File: src/rtl/dnn_weight_stream.sv
// dnn_weight_stream: fetches weight blocks from memory and streams them word by word
// into the neuron weight registers of every configured layer, skipping empty layers.
module dnn_weight_stream #(
   parameter int unsigned NUM_LAYERS  = 6,
   parameter int unsigned WORD_W      = 64,
   parameter int unsigned BLOCK_WORDS = 8,
   parameter int unsigned NEURON_W    = 5,
   parameter int unsigned WEIGHT_W    = 7,
   parameter int unsigned ADDR_W      = 32,
   localparam int unsigned LAYER_W    = (NUM_LAYERS > 1) ? $clog2(NUM_LAYERS) : 1
) (
   input  logic                            clk,
   input  logic                            rst,
   input  logic                            start,
   input  logic                            abort,
   input  logic [ADDR_W-1:0]               base_addr,
   input  logic [NEURON_W*NUM_LAYERS-1:0]  cfg_neurons,
   input  logic [WEIGHT_W*NUM_LAYERS-1:0]  cfg_weights,
   output logic                            req_mem,
   output logic [ADDR_W-1:0]               mem_addr,
   input  logic                            mem_ready,
   input  logic [WORD_W*BLOCK_WORDS-1:0]   mem_data,
   output logic [WORD_W-1:0]               weight_bus,
   output logic [LAYER_W-1:0]              layer_sel,
   output logic [NEURON_W-1:0]             neuron_sel,
   output logic [WEIGHT_W-1:0]             weight_sel,
   output logic                            write_weight,
   input  logic                            weight_ready,
   output logic                            weight_valid,
   output logic                            busy
);

   localparam int unsigned WC_W = $clog2(BLOCK_WORDS);
   localparam logic [LAYER_W-1:0] LAST_LAYER = LAYER_W'(NUM_LAYERS - 1);
   localparam logic [WC_W-1:0]    LAST_WORD  = WC_W'(BLOCK_WORDS - 1);

   typedef enum logic [2:0] {IDLE, SKIP, REQ, WAIT, LOAD, NEXT} state_t;

   state_t              state;
   logic [ADDR_W-1:0]   addr_cnt;
   logic [WC_W-1:0]     word_cnt;
   logic [WORD_W-1:0]   blk_buf [BLOCK_WORDS];

   logic [NEURON_W-1:0] neurons_arr [NUM_LAYERS];
   logic [WEIGHT_W-1:0] weights_arr [NUM_LAYERS];
   logic [NEURON_W-1:0] cur_neurons;
   logic [WEIGHT_W-1:0] cur_weights;
   logic                layer_empty;
   logic                last_weight;
   logic                more_neurons;
   logic [WC_W-1:0]     word_nxt;

   // Unpack the per-layer configuration vectors.
   for (genvar g = 0; g < int'(NUM_LAYERS); g++) begin : g_cfg
      assign neurons_arr[g] = cfg_neurons[g*NEURON_W +: NEURON_W];
      assign weights_arr[g] = cfg_weights[g*WEIGHT_W +: WEIGHT_W];
   end

   // Current-layer decode used by the sequencer.
   always_comb begin
      cur_neurons  = neurons_arr[layer_sel];
      cur_weights  = weights_arr[layer_sel];
      layer_empty  = (cur_neurons == '0) || (cur_weights == '0);
      last_weight  = (weight_sel == (cur_weights - WEIGHT_W'(1)));
      more_neurons = (neuron_sel < (cur_neurons - NEURON_W'(1)));
      word_nxt     = word_cnt + WC_W'(1);
   end

   // Load sequencer with registered outputs; abort overrides everything.
   always_ff @(posedge clk or posedge rst) begin
      if (rst) begin
         state        <= IDLE;
         addr_cnt     <= '0;
         word_cnt     <= '0;
         req_mem      <= 1'b0;
         mem_addr     <= '0;
         weight_bus   <= '0;
         layer_sel    <= '0;
         neuron_sel   <= '0;
         weight_sel   <= '0;
         write_weight <= 1'b0;
         weight_valid <= 1'b0;
         busy         <= 1'b0;
         for (int i = 0; i < int'(BLOCK_WORDS); i++) blk_buf[i] <= '0;
      end else begin
         req_mem      <= 1'b0;
         weight_valid <= 1'b0;
         if (abort) begin
            state        <= IDLE;
            busy         <= 1'b0;
            write_weight <= 1'b0;
            addr_cnt     <= '0;
            word_cnt     <= '0;
            mem_addr     <= '0;
            layer_sel    <= '0;
            neuron_sel   <= '0;
            weight_sel   <= '0;
         end else begin
            case (state)
               IDLE: begin
                  if (start) begin
                     state      <= SKIP;
                     busy       <= 1'b1;
                     addr_cnt   <= base_addr;
                     word_cnt   <= '0;
                     layer_sel  <= '0;
                     neuron_sel <= '0;
                     weight_sel <= '0;
                  end
               end
               SKIP: begin
                  if (!layer_empty) begin
                     state    <= REQ;
                     req_mem  <= 1'b1;
                     mem_addr <= addr_cnt;
                     addr_cnt <= addr_cnt + ADDR_W'(1);
                  end else if (layer_sel == LAST_LAYER) begin
                     state        <= IDLE;
                     busy         <= 1'b0;
                     weight_valid <= 1'b1;
                  end else begin
                     layer_sel <= layer_sel + LAYER_W'(1);
                  end
               end
               REQ: state <= WAIT;
               WAIT: begin
                  if (mem_ready) begin
                     for (int i = 0; i < int'(BLOCK_WORDS); i++)
                        blk_buf[i] <= mem_data[i*WORD_W +: WORD_W];
                     word_cnt     <= '0;
                     weight_bus   <= mem_data[WORD_W-1:0];
                     write_weight <= 1'b1;
                     state        <= LOAD;
                  end
               end
               LOAD: begin
                  if (weight_ready) begin
                     word_cnt   <= word_nxt;
                     weight_sel <= weight_sel + WEIGHT_W'(1);
                     if (last_weight) begin
                        write_weight <= 1'b0;
                        state        <= NEXT;
                     end else if (word_cnt == LAST_WORD) begin
                        write_weight <= 1'b0;
                        state        <= REQ;
                        req_mem      <= 1'b1;
                        mem_addr     <= addr_cnt;
                        addr_cnt     <= addr_cnt + ADDR_W'(1);
                     end else begin
                        weight_bus <= blk_buf[word_nxt];
                     end
                  end
               end
               NEXT: begin
                  weight_sel <= '0;
                  if (more_neurons) begin
                     neuron_sel <= neuron_sel + NEURON_W'(1);
                     state      <= REQ;
                     req_mem    <= 1'b1;
                     mem_addr   <= addr_cnt;
                     addr_cnt   <= addr_cnt + ADDR_W'(1);
                  end else begin
                     neuron_sel <= '0;
                     if (layer_sel == LAST_LAYER) begin
                        state        <= IDLE;
                        busy         <= 1'b0;
                        weight_valid <= 1'b1;
                     end else begin
                        layer_sel <= layer_sel + LAYER_W'(1);
                        state     <= SKIP;
                     end
                  end
               end
               default: state <= IDLE;
            endcase
         end
      end
   end

endmodule

File: config.mk
export PLATFORM = sky130hd
export DESIGN_NAME = dnn_weight_stream
export DESIGN_NICKNAME = d
export VERILOG_FILES = /design/src/rtl/dnn_weight_stream.sv
export SDC_FILE = /design/constraint.sdc
export NUM_CORES = 1
export LEC_CHECK = 0
export BUFFER_PORTS_ARGS = -buffer_cell sky130_fd_sc_hd__buf_2
export CAP_MARGIN = 15
export CELL_PAD_IN_SITES_DETAIL_PLACEMENT = 0
export CELL_PAD_IN_SITES_GLOBAL_PLACEMENT = 1
export CORE_AREA = 2 2 290 292
export CTS_CLUSTER_DIAMETER = 50
export DETAILED_ROUTE_END_ITERATION = 8
export DIE_AREA = 0 0 292 294
export HOLD_SLACK_MARGIN = 0.12
export PLACE_DENSITY_LB_ADDON = 0.15
export SLEW_MARGIN = 0
export SYNTH_ARGS = -nofsm -noshare
export SYNTH_HDL_FRONTEND = slang
export SYNTH_SLANG_ARGS = --single-unit
File: constraint.sdc
create_clock -name clk -period 23.8 [get_ports clk]
set_input_delay 1.19 -clock clk [delete_from_list [all_inputs] [get_ports clk]]
set_output_delay 1.19 -clock clk [all_outputs]
set_load 0.01 [all_outputs]
; ---- After elaboration in Yosys (flattened, before gate mapping)
; Index checks and enable logic that the tools add are counted.
[op_classes]
addsub = 7
order_cmp = 3
eq_ne = 23
muxes = 82
bitwise = 3
n_reduce_logical = 22
[ops]
columns = operator, count
row1 = $mux W32, 13
row2 = $mux W64, 6
row3 = $bmux W64 S3, 1
row4 = $pmux W32 S4, 1
row5 = $pmux W64 S2, 1
row6 = $pmux W32 S3, 1
row7 = $mux W3, 16
row8 = $mux W7, 5
row9 = $add A32 B1 Y32 const B, 1
row10 = $ne A3 B3 Y1 const B, 9
row11 = $mux W5, 5
row12 = $bmux W7 S3, 1
row13 = $mux W1, 21
row14 = $pmux W7 S3, 1
row15 = $pmux W3 S3, 2
row16 = $pmux W3 S6, 1
row17 = $reduce_bool A4 Y1, 4
row18 = $bmux W5 S3, 1
row19 = $eq A3 B3 Y1 const B, 4
row20 = $reduce_and A4 Y1, 3
row21 = $reduce_and A6 Y1, 2
row22 = $pmux W5 S2, 1
row23 = $ge A4 B4 Y1 const B, 2
row24 = $ne A2 B2 Y1 const B, 4
row25 = other kinds (26), 34
[totals]
regBits = 665
inputBits = 622
out_inout_bits = 115
wordCells = 160

; ---- Longest topological paths before layout
[depth]
depth_word = 10
mapped_depth = 19

; ---- Least setup slack after synthesis
; No wires, ideal clock.
[synth_timing]
path_type = input to register
startpoint = in cfg_neurons[16]
endpoint = reg addr_cnt[4]
setup_time_ns = 0.135
arrival_time_ns = 4.590
required_time_ns = 23.665
setup_slack_ns = 19.075
path_stages = 15
n_path_buf = 2
cell_sequence = mux4_2 a21oi_1 ha_1 and4bb_2 xor2_1 ha_1 or4_1 nor4_1 o31ai_1 o211ai_2 o21a_1 buf_2 clkbuf_1 a311o_1 o31ai_1
[synth_between]
elab_chain_cells = 7
elab_cells_between_ends = 10
classes_between = add/sub (1) / order compare (1) / eq/ne (2) / mux (3) / reduce/logical (3)
[synth_lines]
columns = element, line_no
row1 = from (decl), 17  ; input logic [NEURON_W*NUM_LAYERS-1:0] cfg_neurons,
row2 = $bmux W5 S3 *, 61  ; cur_neurons = neurons_arr[layer_sel];
row3 = $mux W5 (not written as such) * (2 in series), 61
row4 = $sub A5 B1 Y5 or $logic_not A5 Y1 (tied branches), "65, 63"
row5 = $lt A5 B5 Y1 or $logic_or A1 B1 Y1 (tied branches), "65, 63"
row6 = $ne A3 B3 Y1 (no line), -
row7 = $reduce_and A7 Y1 (no line) *, -
row8 = to (signal assigned), 104  ; addr_cnt <= base_addr;
row9 = to (signal assigned), 116  ; addr_cnt <= addr_cnt + ADDR_W'(1);
row10 = to (signal assigned), 148  ; addr_cnt <= addr_cnt + ADDR_W'(1);
row11 = to (decl), 40  ; logic [ADDR_W-1:0] addr_cnt;
; Mark *: on every way between the ends. The rest lies on a longest branch, timed or not. The select of a mux whose other input is x is not followed.
; A chain may end at the register's enable or synchronous reset.

; ---- Worst setup path in the final report
[layout_timing]
startpoint = reg layer_sel[0]
endpoint = reg addr_cnt[29]
[layout_between]
elab_chain_cells = 8
elab_cells_between_ends = 18
classes_between = add/sub (2) / order compare (1) / eq/ne (4) / mux (6) / bitwise (1) / reduce/logical (4)
[layout_lines]
columns = element, line_no
row1 = from (decl), 24  ; output logic [LAYER_W-1:0] layer_sel,
row2 = from (signal assigned), 122  ; layer_sel <= layer_sel + LAYER_W'(1);
row3 = from (signal assigned), 169  ; layer_sel <= layer_sel + LAYER_W'(1);
row4 = $not A3 Y4 (not written as such) *, "61, 62"
row5 = $bmux W5 S3 or $bmux W7 S3 (tied branches), "61, 62"
row6 = $mux W5 (not written as such) or $mux W7 (tied branches) (2 in series), "61, 62"
row7 = $sub A5 B1 Y5 (tied with other cells), 65  ; more_neurons = (neuron_sel < (cur_neurons - NEURON_W'(1)));
row8 = $lt A5 B5 Y1 (tied with other cells), 65
row9 = $ne A3 B3 Y1 (no line), -
row10 = $reduce_and A7 Y1 (no line) *, -
; Marked as above.

==> run_results.csv <==
group,metric,value,unit
sta,hold_violations,0,
clock_network,ctsHtreeMaxLevel,3,
drt,drc,0,
run,cap_violations,0,
sta,whs,0.466,ns
floorplan,start_util,38.3,%
clock_network,clk_pin_slew,0.05,ns
power_and_ir_drop,internal_power,2.84,mW
sta,min_period,5.66,ns
drt,wl_per_cell,20.9,um
synth,syn_area,0.0318,sq mm
finish,final-seq-area,0.0166,sq mm
sta,worstMarginPinSlew,1.21,ns
finish,fin_nets,4684,
grt,grtUsageTotal,25.0,%
clock_network,hold_buffers,0,
synth,yosysUniqueCellTypes,76,
critical_path,critPathArrivalTime,6.18,ns
finish,synthToLayoutAreaGrowth,24.9,%
synth,synth_nets,4049,
finish,layout_common_cells,"nand2_1, buf_2, dfrtp_1",
critical_path,crit_buf_inv,2,
placement,io_buffer_count,736,
drt,drtAntennaViolNets,0,
critical_path,max_stage_delay,0.61,ns
sta,slew_headroom,19.3,%
critical_path,path_class,"reg -> reg",
synth,ys.flop_type,"dfrtp_1",
hold_path,whs_path_depth,2,
grt,grt_pass1_wl,165000,um
sta,fin_ws,18.14,ns
floorplan,die-area,0.0858,sq mm
finish,final_common_cell,"nand2_1",
synth,synth_edf_count,0,
clock_network,cts.sinks,665,
grt,grt_start_max_net_pins,228,
power_and_ir_drop,p_per_area,103,mW/mm^2
power_and_ir_drop,swShare,30.5,%
synth,ys_async_sr_fraction,100,%
critical_path,critPathSlowestCell,"nand2_1",
grt,grt_pass1_vias,26900,
synth,synth-seq-cells,665,
placement,place_ws,17.67,ns
critical_path,r2r_cells,15,
floorplan,core,0.0829,sq mm
power_and_ir_drop,irDropWorstVdd,0.0605,mV
synth,synthCells,3413,
hold_path,hold_path_class,"reg -> reg",
floorplan,die_h,294,um
critical_path,end_kind,"register",
floorplan,ios,737,
critical_path,path_depth,15,
power_and_ir_drop,p_clk_share,36.8,%
drt,dr.pass1.iters,6,
synth,synth_area_per_cell,9.31,sq um
clock_network,numCtsBuffers,94,
floorplan,rows,106,
clock_network,worstSkewPairLatency,0.65,ns
power_and_ir_drop,pwr-share-comb,20.8,%
clock_network,postCtsSetupBuffers,0,
grt,overflow,0,
critical_path,critPathMaxFanout,33,
critical_path,crit_chain,"buf_4, mux4_2, a21oi_1, ha_1, and4bb_2, xor2_1, ha_1, or4_1, nor4_1, o31ai_1, o211ai_2, o21a_1, buf_4, nand2_1, o32ai_1",
synth,ys_warn_count,0,
synth,seq_area_frac_synth,52.4,%
clock_network,clock_path_buffers,3,
critical_path,crit_required,24.32,ns
placement,gp_congestion,0.831,
power_and_ir_drop,power_frac_seq,42.4,%
finish,multi_input_area,0.0141,sq mm
finish,fillCellCount,8084,
clock_network,cts-root-buf,"clkbuf_16",
drt,vias,26900,
drt,drt_iter0_markers,1999,
drt,wl,109000,um
floorplan,die_x,292,um
critical_path,critical_path.top_delay_family,"simple AND/OR/NAND/NOR gates",
sta,setup-tns-final,0,ns
power_and_ir_drop,leakage,20.1,nW
drt,viasPerCell,5.14,
sta,fin_crit_sh,23.8,%
power_and_ir_drop,switching_power,1.24,mW
sta,rsz0062_at_grt,"false",
grt,antenna_found_initial,50,
sta,slew_viol_final,0,
outcome,status,"completed",
sta,skew,0.0334,ns
sta,fmax,177,MHz
sta,setup_viol,0,
critical_path,worst_setup_path_start_kind,"register",
clock_network,cts_resized,0,
clock_network,cts_tree,"yes",
placement,hpwl,74700,um
finish,final_layout_size_suffix_gt1_share,26.7,%
==> power by group through the flow <==
stage / combinational [mW] / sequential (mW) / clock, mW
6_report: 0.849 / 1.73 / 1.50
4_1_cts: 0.860 / 1.74 / 1.53
2_1_floorplan: 0.598 / 1.70 / 0
5_1_grt: 0.968 / 1.78 / 1.58
3_5_place_dp: 0.855 / 1.75 / 0
3_3_place_gp: 0.837 / 1.75 / 0
==> synth_stat cells (all sizes together), types with 2 or more instances <==
master	number	share of area (%)
a211oi	9	0.21
a21oi	38	0.60
a221o	2	0.067
a22o	2	0.055
a22oi	9	0.23
a2bb2oi	3	0.083
a311o	18	0.57
a311oi	6	0.19
a31oi	7	0.16
a32o	34	1.1
and2	5	0.098
and3	10	0.20
buf	52	0.94
clkbuf	180	2.1
dfrtp	665	52
ha	14	0.55
inv	29	0.34
mux2	5	0.18
mux2i	78	2.5
mux4	137	9.8
nand2	1719	20
nand2b	12	0.24
nand3	22	0.39
nand4	7	0.19
nor2	46	0.55
nor2b	5	0.098
nor3	21	0.33
nor4	7	0.14
o2111ai	2	0.055
o211ai	2	0.063
o21a	6	0.14
o21ai	111	1.7
o21bai	2	0.047
o22ai	72	1.4
o2bb2ai	2	0.055
o31ai	24	0.57
o32ai	4	0.11
o41ai	2	0.055
or2	5	0.098
or3	6	0.12
xnor2	6	0.22
xor2	8	0.22
==> path summary, 6_finish.rpt <==
path	slack, ns	endpoint	start
setup reg to reg	18.14	addr_cnt[29]	layer_sel[0]
min in group asynchronous	0.68	blk_buf[13]	rst
hold / removal	0.47	blk_buf[55]	blk_buf[55]
setup / recovery	18.14	addr_cnt[29]	layer_sel[0]
max in group asynchronous	20.90	blk_buf[384]	rst
hold reg to reg	0.47	blk_buf[55]	blk_buf[55]
==> flip-flops by register name, summed over array words and instances, names as in the netlist <==
register,count
state,3
busy,1
weight_bus,64
write_weight,1
layer_sel,3
req_mem,1
addr_cnt,32
weight_valid,1
blk_buf,512
neuron_sel,5
weight_sel,7
word_cnt,3
mem_addr,32
==> worst register-to-register path, cell delays in order, from the launching register on <==
cell,delay [ns]
dfrtp_1,0.32
buf_4,0.42
mux4_2,0.62
a21oi_1,0.24
ha_1,0.22
and4bb_2,0.30
xor2_1,0.09
ha_1,0.20
or4_1,0.54
nor4_1,0.49
o31ai_1,0.18
o211ai_2,0.34
o21a_1,0.19
buf_4,0.31
nand2_1,0.62
o32ai_1,0.49
==> cells by family (layout without fill, tap and decap cells) <==
kind of cell    Yosys count  in the layout  synth area share, %
compound gates          364            364                 7.79
xor+xnor                 14             14                0.445
fa+ha+maj                14             14                0.551
buf+inv                 261            975                 3.41
flops                   665            665                 52.4
mux                     220            220                 12.4
other cells               0             18                    0
simple gates           1875           1875                 23.0
==> area by class of cell <==
type	count	share of cell area, %
antenna	18	0.113
clock buffer	115	6.43
clock inverter	60	2.11
inverter	29	0.293
multi-input combinational	2487	35.6
sequential	665	41.9
tap	1080	3.40
timing repair buffer	771	10.1
==> routing by layer <==
metal | up-vias | share of wire (%) | GRT usage (%)
met1 | 13100 | 42 | 33.2
met5 | - | 0.29 | 0
met2 | 771 | 48 | 41.0
met4 | 48 | 2.6 | 7.46
li1 | 12700 | - | -
met3 | 215 | 6.2 | 5.73
==> metrics by stage <==
stage / power [mW] / utilization, % / instances / area, sq um
3_5_place_dp: 2.61 / 43.7 / 5031 / 36200
4_1_cts: 4.13 / 47.8 / 5206 / 39600
6_report: 4.09 / 47.9 / 5225 / 39700
5_1_grt: 4.33 / 47.9 / 5219 / 39700
2_1_floorplan: 2.29 / - / 3413 / 31800
3_3_place_gp: 2.58 / 43.7 / 5031 / 36200
Note: power is estimated with default switching activity, not from simulation.
